<file path="config.mk">
export PLATFORM = sky130hd
export DESIGN_NAME = fp_regfile_dump_reader_flat
export DESIGN_NICKNAME = d
export VERILOG_FILES = /design/src/rtl/fp_dump_pkg.sv /design/src/rtl/fp_regfile_dump_reader_if.sv /design/src/rtl/fp_classify.sv /design/src/rtl/fp_regfile_dump_reader.sv /design/src/flat_wrapper.sv
export SDC_FILE = /design/constraint.sdc
export NUM_CORES = 1
export LEC_CHECK = 0
export CELL_PAD_IN_SITES_DETAIL_PLACEMENT = 2
export CELL_PAD_IN_SITES_GLOBAL_PLACEMENT = 2
export CORE_UTILIZATION = 40
export DETAILED_ROUTE_END_ITERATION = 8
export DONT_BUFFER_PORTS = 1
export PLACE_DENSITY_LB_ADDON = 0.1
export SLEW_MARGIN = 20
export SYNTH_ARGS = -nofsm -noshare
export SYNTH_HDL_FRONTEND = slang
export SYNTH_HIERARCHICAL = 1
export SYNTH_SLANG_ARGS = --single-unit
</file>
<file path="constraint.sdc">
create_clock -name clk -period 4.9 [get_ports clk]
set_clock_uncertainty 0.15 [all_clocks]
set_input_delay 0.49 -clock clk [delete_from_list [all_inputs] [get_ports clk]]
set_output_delay 0.49 -clock clk [all_outputs]
set_load 0.005 [all_outputs]
</file>
<file path="src/rtl/fp_dump_pkg.sv">
// Shared types and IEEE754 single-precision field positions for the FP register dump reader.
package fp_dump_pkg;

  localparam int EXP_MSB  = 30;
  localparam int EXP_LSB  = 23;
  localparam int MAN_MSB  = 22;
  localparam int QNAN_BIT = 22;

  typedef enum logic [2:0] {
    FP_ZERO      = 3'd0,
    FP_SUBNORMAL = 3'd1,
    FP_NORMAL    = 3'd2,
    FP_INF       = 3'd3,
    FP_QNAN      = 3'd4,
    FP_SNAN      = 3'd5
  } fp_class_t;

  typedef enum logic [2:0] {
    ST_IDLE    = 3'd0,
    ST_READ    = 3'd1,
    ST_CAPTURE = 3'd2,
    ST_SEND    = 3'd3,
    ST_DONE    = 3'd4
  } dump_state_t;

endpackage

</file>
<file path="src/rtl/fp_regfile_dump_reader_if.sv">
// Register-file read port plus the classified output stream of the dump reader.
interface fp_regfile_dump_reader_if
  import fp_dump_pkg::*;
#(
  parameter int DATA_W = 32,
  parameter int IDX_W  = 5
);
  logic              rf_ren;
  logic [IDX_W-1:0]  rf_raddr;
  logic [DATA_W-1:0] rf_rdata;

  logic              out_valid;
  logic              out_ready;
  logic [IDX_W-1:0]  out_idx;
  logic [DATA_W-1:0] out_data;
  logic              out_sign;
  fp_class_t         out_class;
  logic              out_last;

  modport master (
    output rf_ren, rf_raddr,
    input  rf_rdata,
    output out_valid, out_idx, out_data, out_sign, out_class, out_last,
    input  out_ready
  );

  modport slave (
    input  rf_ren, rf_raddr,
    output rf_rdata,
    input  out_valid, out_idx, out_data, out_sign, out_class, out_last,
    output out_ready
  );
endinterface

</file>
<file path="src/rtl/fp_classify.sv">
// Combinational IEEE754 single classifier: sign bit and zero/subnormal/normal/inf/qnan/snan.
module fp_classify
  import fp_dump_pkg::*;
#(
  parameter int DATA_W = 32
) (
  input  logic [DATA_W-1:0] data_i,
  output logic              sign_o,
  output fp_class_t         class_o
);

  logic [EXP_MSB-EXP_LSB:0] exp_w;
  logic [MAN_MSB:0]         man_w;

  assign exp_w  = data_i[EXP_MSB:EXP_LSB];
  assign man_w  = data_i[MAN_MSB:0];
  assign sign_o = data_i[DATA_W-1];

  always_comb begin
    class_o = FP_NORMAL;
    if (exp_w == '0) begin
      class_o = (man_w == '0) ? FP_ZERO : FP_SUBNORMAL;
    end else if (exp_w == '1) begin
      if (man_w == '0)          class_o = FP_INF;
      else if (man_w[QNAN_BIT]) class_o = FP_QNAN;
      else                      class_o = FP_SNAN;
    end
  end

endmodule

</file>
<file path="src/rtl/fp_regfile_dump_reader.sv">
// Walks an inclusive (wrapping) register range, reading one FP register per word
// and streaming it out with its index, sign, class and last flag.
module fp_regfile_dump_reader
  import fp_dump_pkg::*;
#(
  parameter int NUM_REGS = 32,
  parameter int DATA_W   = 32,
  localparam int IDX_W   = $clog2(NUM_REGS)
) (
  input  logic             clk,
  input  logic             reset,
  input  logic             start,
  input  logic [IDX_W-1:0] first_idx,
  input  logic [IDX_W-1:0] last_idx,
  output logic             busy,
  output logic             done,
  fp_regfile_dump_reader_if.master bus
);

  dump_state_t       state_q;
  logic [IDX_W-1:0]  idx_q, last_q, raddr_q, out_idx_q;
  logic              rf_ren_q, out_valid_q, out_sign_q, out_last_q, busy_q, done_q;
  logic [DATA_W-1:0] out_data_q;
  fp_class_t         out_class_q;

  logic              sign_d;
  fp_class_t         class_d;
  logic [IDX_W-1:0]  idx_d;

  // Index width equals log2(NUM_REGS), so the increment wraps modulo NUM_REGS.
  assign idx_d = idx_q + 1'b1;

  fp_classify #(.DATA_W(DATA_W)) u_classify (
    .data_i  (bus.rf_rdata),
    .sign_o  (sign_d),
    .class_o (class_d)
  );

  always_ff @(posedge clk or posedge reset) begin
    if (reset) begin
      state_q     <= ST_IDLE;
      idx_q       <= '0;
      last_q      <= '0;
      raddr_q     <= '0;
      rf_ren_q    <= 1'b0;
      out_valid_q <= 1'b0;
      out_idx_q   <= '0;
      out_data_q  <= '0;
      out_sign_q  <= 1'b0;
      out_class_q <= FP_ZERO;
      out_last_q  <= 1'b0;
      busy_q      <= 1'b0;
      done_q      <= 1'b0;
    end else begin
      rf_ren_q <= 1'b0;
      done_q   <= 1'b0;
      case (state_q)
        ST_IDLE: if (start) begin
          idx_q    <= first_idx;
          last_q   <= last_idx;
          raddr_q  <= first_idx;
          rf_ren_q <= 1'b1;
          busy_q   <= 1'b1;
          state_q  <= ST_READ;
        end
        ST_READ: state_q <= ST_CAPTURE;
        // Read data arrives this cycle; freeze the whole payload for SEND.
        ST_CAPTURE: begin
          out_data_q  <= bus.rf_rdata;
          out_idx_q   <= idx_q;
          out_sign_q  <= sign_d;
          out_class_q <= class_d;
          out_last_q  <= (idx_q == last_q);
          out_valid_q <= 1'b1;
          state_q     <= ST_SEND;
        end
        ST_SEND: if (bus.out_ready) begin
          out_valid_q <= 1'b0;
          if (out_last_q) begin
            done_q  <= 1'b1;
            state_q <= ST_DONE;
          end else begin
            idx_q    <= idx_d;
            raddr_q  <= idx_d;
            rf_ren_q <= 1'b1;
            state_q  <= ST_READ;
          end
        end
        ST_DONE: begin
          busy_q  <= 1'b0;
          state_q <= ST_IDLE;
        end
        default: state_q <= ST_IDLE;
      endcase
    end
  end

  assign bus.rf_ren    = rf_ren_q;
  assign bus.rf_raddr  = raddr_q;
  assign bus.out_valid = out_valid_q;
  assign bus.out_idx   = out_idx_q;
  assign bus.out_data  = out_data_q;
  assign bus.out_sign  = out_sign_q;
  assign bus.out_class = out_class_q;
  assign bus.out_last  = out_last_q;
  assign busy          = busy_q;
  assign done          = done_q;

endmodule

</file>
<file path="src/flat_wrapper.sv">
// flat-port wrapper written by rule: the top's interface ports become plain ports
module fp_regfile_dump_reader_flat import fp_dump_pkg::*;
#(
  parameter int NUM_REGS = 32,
  parameter int DATA_W   = 32,
  localparam int IDX_W   = $clog2(NUM_REGS)
)
  (clk, reset, start, first_idx, last_idx, busy, done, bus_rf_ren, bus_rf_raddr, bus_rf_rdata, bus_out_valid, bus_out_idx, bus_out_data, bus_out_sign, bus_out_class, bus_out_last, bus_out_ready);
  fp_regfile_dump_reader_if #(.DATA_W(DATA_W), .IDX_W(5)) bus_i ();
  input  logic clk;
  input  logic reset;
  input  logic start;
  input  logic [IDX_W-1:0] first_idx;
  input  logic [IDX_W-1:0] last_idx;
  output logic busy;
  output logic done;
  output wire logic [$bits(bus_i.rf_ren)-1:0] bus_rf_ren;
  output wire logic [$bits(bus_i.rf_raddr)-1:0] bus_rf_raddr;
  input wire logic [$bits(bus_i.rf_rdata)-1:0] bus_rf_rdata;
  output wire logic [$bits(bus_i.out_valid)-1:0] bus_out_valid;
  output wire logic [$bits(bus_i.out_idx)-1:0] bus_out_idx;
  output wire logic [$bits(bus_i.out_data)-1:0] bus_out_data;
  output wire logic [$bits(bus_i.out_sign)-1:0] bus_out_sign;
  output wire logic [$bits(bus_i.out_class)-1:0] bus_out_class;
  output wire logic [$bits(bus_i.out_last)-1:0] bus_out_last;
  input wire logic [$bits(bus_i.out_ready)-1:0] bus_out_ready;
  assign bus_rf_ren = bus_i.rf_ren;
  assign bus_rf_raddr = bus_i.rf_raddr;
  assign bus_i.rf_rdata = bus_rf_rdata;
  assign bus_out_valid = bus_i.out_valid;
  assign bus_out_idx = bus_i.out_idx;
  assign bus_out_data = bus_i.out_data;
  assign bus_out_sign = bus_i.out_sign;
  assign bus_out_class = bus_i.out_class;
  assign bus_out_last = bus_i.out_last;
  assign bus_i.out_ready = bus_out_ready;
  fp_regfile_dump_reader #(.NUM_REGS(NUM_REGS), .DATA_W(DATA_W)) u_core (.clk(clk), .reset(reset), .start(start), .first_idx(first_idx), .last_idx(last_idx), .busy(busy), .done(done), .bus(bus_i));
endmodule
</file>
# Yosys cells after proc, flatten, opt, wreduce, memory -nomap -nowiden
# Cells that the tools add are included.
# word_totals
regBits	59
latchBits	0
mem_bits_rw	0
romBits	0
input_bits	46
output_inout_bits	51
wordCells	57
mem_count	0
# classes
add_sub_neg	1
mul	0
n_div	0
n_lt_le_gt_ge	0
eq_ne	9
shifts	0
muxes	24
bitwise	0
reduce_logical	11
# ops
op	count
23-bit logical NOT	1
3-bit two-way mux	6
5-bit two-way mux	3
3-bit case mux with 4 select lines	1
1-bit two-way mux	10
5-bit case mux with 2 select lines	1
8-bit equality test, second input constant	1
8-bit logical NOT	1
2-bit AND reduction	4
3-bit by 2-bit equality test with 1-bit output, second input constant	2
2-bit inequality test, second input constant	3
1-bit case mux with 2 select lines	3
2-bit nonzero test	3
5-bit by 1-bit adder with 5-bit output, second input constant	1
5-bit equality test	1
4-bit AND reduction	1
3-bit by 1-bit equality test with 1-bit output, second input constant	1
3-bit equality test, second input constant	1
3-bit logical NOT	1

# Logic depth before layout (Yosys ltp)
# depth
word_depth	4
depth_mapped	5

# Hierarchy
# The synthesis kept the hierarchy.
# by_module_without_submodules
mod	n_inst	cells_per_inst	area_per_inst_um2
fp_regfile_dump_reader	1	167	2433.6
fp_classify	1	18	141.4

# Least setup slack after synthesis
# No wires, ideal clock.
# synth_path
path_kind	reg-to-reg
from	register u_core.state_q[0]
to	register u_core.raddr_q[1] (netlist: u_core/bus.rf_raddr[1])
arrival_ns	1.455
slack_ns	3.170
stages_incl_launch_ff	6
n_path_buf	1
period_less_slack_ns	1.730
cell_sequence	dfrtp_1 > buf_6 > or3b_4 > a21o_1 > clkinv_2 > mux2_4
# synth_between
elab_chain_len	3
# synth_rtl
item	line_no	rtl
start: declaration	fp_regfile_dump_reader.sv:20	dump_state_t state_q;
start signal: assignment	fp_regfile_dump_reader.sv:41	state_q <= ST_IDLE;
start signal: assignment	fp_regfile_dump_reader.sv:64	state_q <= ST_READ;
start signal: assignment	fp_regfile_dump_reader.sv:66	ST_READ: state_q <= ST_CAPTURE;
3-bit by 2-bit equality test with 1-bit output or 3-bit logical NOT (tied branches)	fp_regfile_dump_reader.sv:57	case (state_q)
2-bit inequality test (no source line) or 2-bit nonzero test (tied branches)	n/a	
4-bit AND reduction (no source line)	n/a	
end signal: assignment	fp_regfile_dump_reader.sv:61	raddr_q <= first_idx;
end signal: assignment	fp_regfile_dump_reader.sv:84	raddr_q <= idx_d;
end: declaration	fp_regfile_dump_reader.sv:21	logic [IDX_W-1:0] idx_q, last_q, raddr_q, out_idx_q;
# Several ways; a longest one is shown, not always the timed one.
# A chain may end at the register's enable or synchronous reset.

# Final worst setup path
# layout_path
from	register u_core.state_q[1]
to	register u_core.out_data_q[29] (netlist: u_core/bus.out_data[29])
# layout_between
elab_chain_len	1
# layout_rtl
item	line_no	rtl
3-bit by 2-bit equality test with 1-bit output	fp_regfile_dump_reader.sv:57	
end signal: assignment	fp_regfile_dump_reader.sv:69	out_data_q <= bus.rf_rdata;
end: declaration	fp_regfile_dump_reader.sv:23	logic [DATA_W-1:0] out_data_q;
# Every way passes these cells.

==> results.cfg <==
[layout]
layout-area-overhead-vs-synth_pct = 10.16
finish.instance_area_sq_um = 2836
diodes = 0
design.final.nets = 236
finalCoreUtilization_pct = 46.80
post_route_cells_drive_above_1_share_pct = 37.82
finish.cell_count_without_fillers = 268

[sta]
tns_ns = 0
max_clock_freq_mhz = 498.7
grt_setup_unrepaired = no
timing.final.crit_period_ns = 2.005
timing.final.max_slew_violations = 0
final.period_utilization_pct = 40.93
timing.final.setup_violations = 0
max_slew.worst_pin.slew_ns = 0.7317
postLayoutSetupSlackWorst_ns = 2.895
slew_headroom_pct = 51.22
report.final.hold_viol_count = 0

[route]
initial_detailed_routing_violation_count = 92
num_vias = 1570
vias_per_cell = 5.858
wire_per_inst_um = 22.91
detail_route.drc_violations = 0
drtAntennaViolNets = 0
routed_wirelength_um = 6139
first_pass_iters = 4

[critical_path]
setup.worst_path.end_class = flop
setup.worst_path.class = reg -> reg
critPathMaxFanout = 44
startpoint_type = flop
cp.arrival_ns = 2.07
cp_data_required_time_ns = 4.97

[synthesis]
synthesis.instances = 185
yosysWarnings = 6
synthFlopType = dfrtp_1
syn_area_per_cell_sq_um = 13.92
edff_count_synth = 0
synthDistinctLibCells = 40
synth_seq_cells = 59
post_synthesis_instance_area_sq_um = 2575
share_of_synthesized_registers_carrying_an_async_set_or_reset_pct = 100.0
synth.net_count = 232
synth.yosys.seq_area_share_pct = 57.34

[placement]
placement.io_buffers = 0
detailedPlacementHpwl_um = 4504
preCtsSetupSlack_ns = 2.901
gp_routability_congestion = 0.8574
dp_cells = 253
placement.cell_area_sq_um = 2621

[clocking]
clk_pin_slew_worst_paths_ns = 0.06
cts.sinks = 59
worstSkewPairLatency_ns = 0.33
cts_root_buf = clkbuf_8
cts_tree = done
cts_max_path_buffers = 2
cts_repair_resize_count = 0
cts_setup_buffers = 0
h-tree-depth = 3
tritoncts_buffer_count = 9
cts_hold_buf = 0

[flow_run]
max-cap-violations = 0

[global_route]
wire_length_of_the_first_global_routing_pass_um = 9211
grt_antenna_before_repair = 0
globalRoute.totalOverflow = 0
maximum_number_of_pins_on_one_net_before_global_route_repair = 60
first_global_vias = 1821
grt_usage_pct = 19.25

[floorplan]
initial_utilization_pct = 42.49
die_h_um = 82.24
die_x_um = 82.24
num_rows = 28
die_area_sq_um = 6763
placeableCoreArea_sq_um = 6061
top_level_ports = 97

[power_and_ir_drop]
ir_drop_uv = 286.1
power_per_cell_area_nw_per_um2 = 700.7
leakage_uw = 0.001155

[hold_path]
holdCritPathClass = in -> async

[outcome]
outcome = complete, no violations
metrics by stage:
step | power, uW | hold WS, ns
2_1_floorplan | 1375 | 0.3237
3_3_place_gp | 1462 | 0.3568
3_5_place_dp | 1530 | 0.3655
4_1_cts | 2018 | 0.1023
5_1_grt | 2116 | 0.09385
6_report | 1988 | 0.1037
path summary, 6_finish.rpt:
path	slack [ns]	end	cells after the start	start
worst max-delay path	2.89	u_core/bus.out_data[29]	3	u_core/state_q[1]
worst min-delay path	0.10	u_core/bus.out_data[27]	2	reset
worst max register to register	2.89	u_core/bus.out_data[29]	3	u_core/state_q[1]
worst min register to register	0.38	u_core/bus.out_idx[1]	1	u_core/bus.out_idx[1]
max in group asynchronous	4.03	u_core/bus.out_data[6]	2	reset
min in group clk	0.11	u_core/state_q[1]	1	bus_out_ready
layout by cell type, fill, tap and decap left out, drive strengths merged:
cell type and count:
nand3b 2, nor3 1, a31oi 1, a21o 2, clkinvlp 1, mux2 48
or3b 1, o22ai 5, nor3b 1, a21oi 4, a2bb2oi 3, a31o 1
a211oi 1, nor4 7, nor2b 1, and4 1, a221oi 3, and2 1
nor2 6, xnor2 5, or2 1, buf 2, o21ai 2, nand2 2
ha 1, nand3 6, dfrtp 59, clkinv 3, mux2i 1, clkbuf 10
nand4b 1, bufinv 2, nand4 2, inv 5, or4b 1
state kept, by name, summed over array words and instances, names as in the netlist, 3 cells and up:
| signal | cells |
|---|---|
| u_core/bus.out_class | 3 |
| u_core/bus.out_data | 32 |
| u_core/bus.out_idx | 5 |
| u_core/bus.rf_raddr | 5 |
| u_core/last_q | 5 |
| u_core/state_q | 3 |
synthesized netlist by cell type, types with 2 or more instances:
cell type	n	area share [%]
buf_2	2	0.39
nor2_1	5	0.73
nor4_1	3	0.73
o21ai_0	2	0.39
nand3b_1	2	0.58
inv_1	5	0.73
o22ai_1	5	1.2
mux2_1	3	1.3
nand2_1	2	0.29
nor4_2	4	1.9
a21oi_1	3	0.58
xnor2_1	5	1.7
mux2_2	44	19
a221oi_1	3	1.0
a21o_1	2	0.58
a2bb2oi_1	3	1.0
dfrtp_1	59	57
nand3_1	6	1.2
buf_4	5	1.5
nand4_1	2	0.49
layer usage:
metal / routed length (um) / track usage (%) / up-vias / share of wire [%]
met5: 0 / 0 / - / 0
li1: - / - / 679 / -
met2: 3229 / 33.64 / 72 / 53
met4: 74 / 8.772 / 0 / 1.2
met1: 2275 / 20.24 / 810 / 37
met3: 560 / 7.692 / 9 / 9.1
worst max-delay path, cell delays in order (launching register included):
cell and delay [ns]:
dfrtp_1 0.57, nor3b_4 0.25, buf_4 0.50, mux2_2 0.41
cells by family after synthesis:
| family | after synthesis | share of synthesized area, % |
|---|---|---|
| and+or+nand+nor | 34 | 9.573 |
| muxes | 49 | 21.53 |
| xor gates and xnor gates | 5 | 1.701 |
| adders and majority gates | 1 | 0.4858 |
| AOI/OAI and AO/OA | 22 | 6.026 |
| DFF | 59 | 57.34 |
| buffers and inverters | 15 | 3.353 |
final cells by class:
type	count	area, sq um
clock inverter	5	77.57
inverter	6	23.77
multi-input combinational	111	1012
fill	594	3224
clock buffer	10	137.6
sequential	59	1476
tap	75	93.84
timing repair buffer	2	15.01
power breakdown:
group / total (uW) / internal (uW) / switching [uW]
clock network: 485 / 295 / 189
logic: 552 / 323 / 229
registers: 951 / 717 / 234
total: 1990 / 1340 / 652
Power figures use the tool's default switching activity.
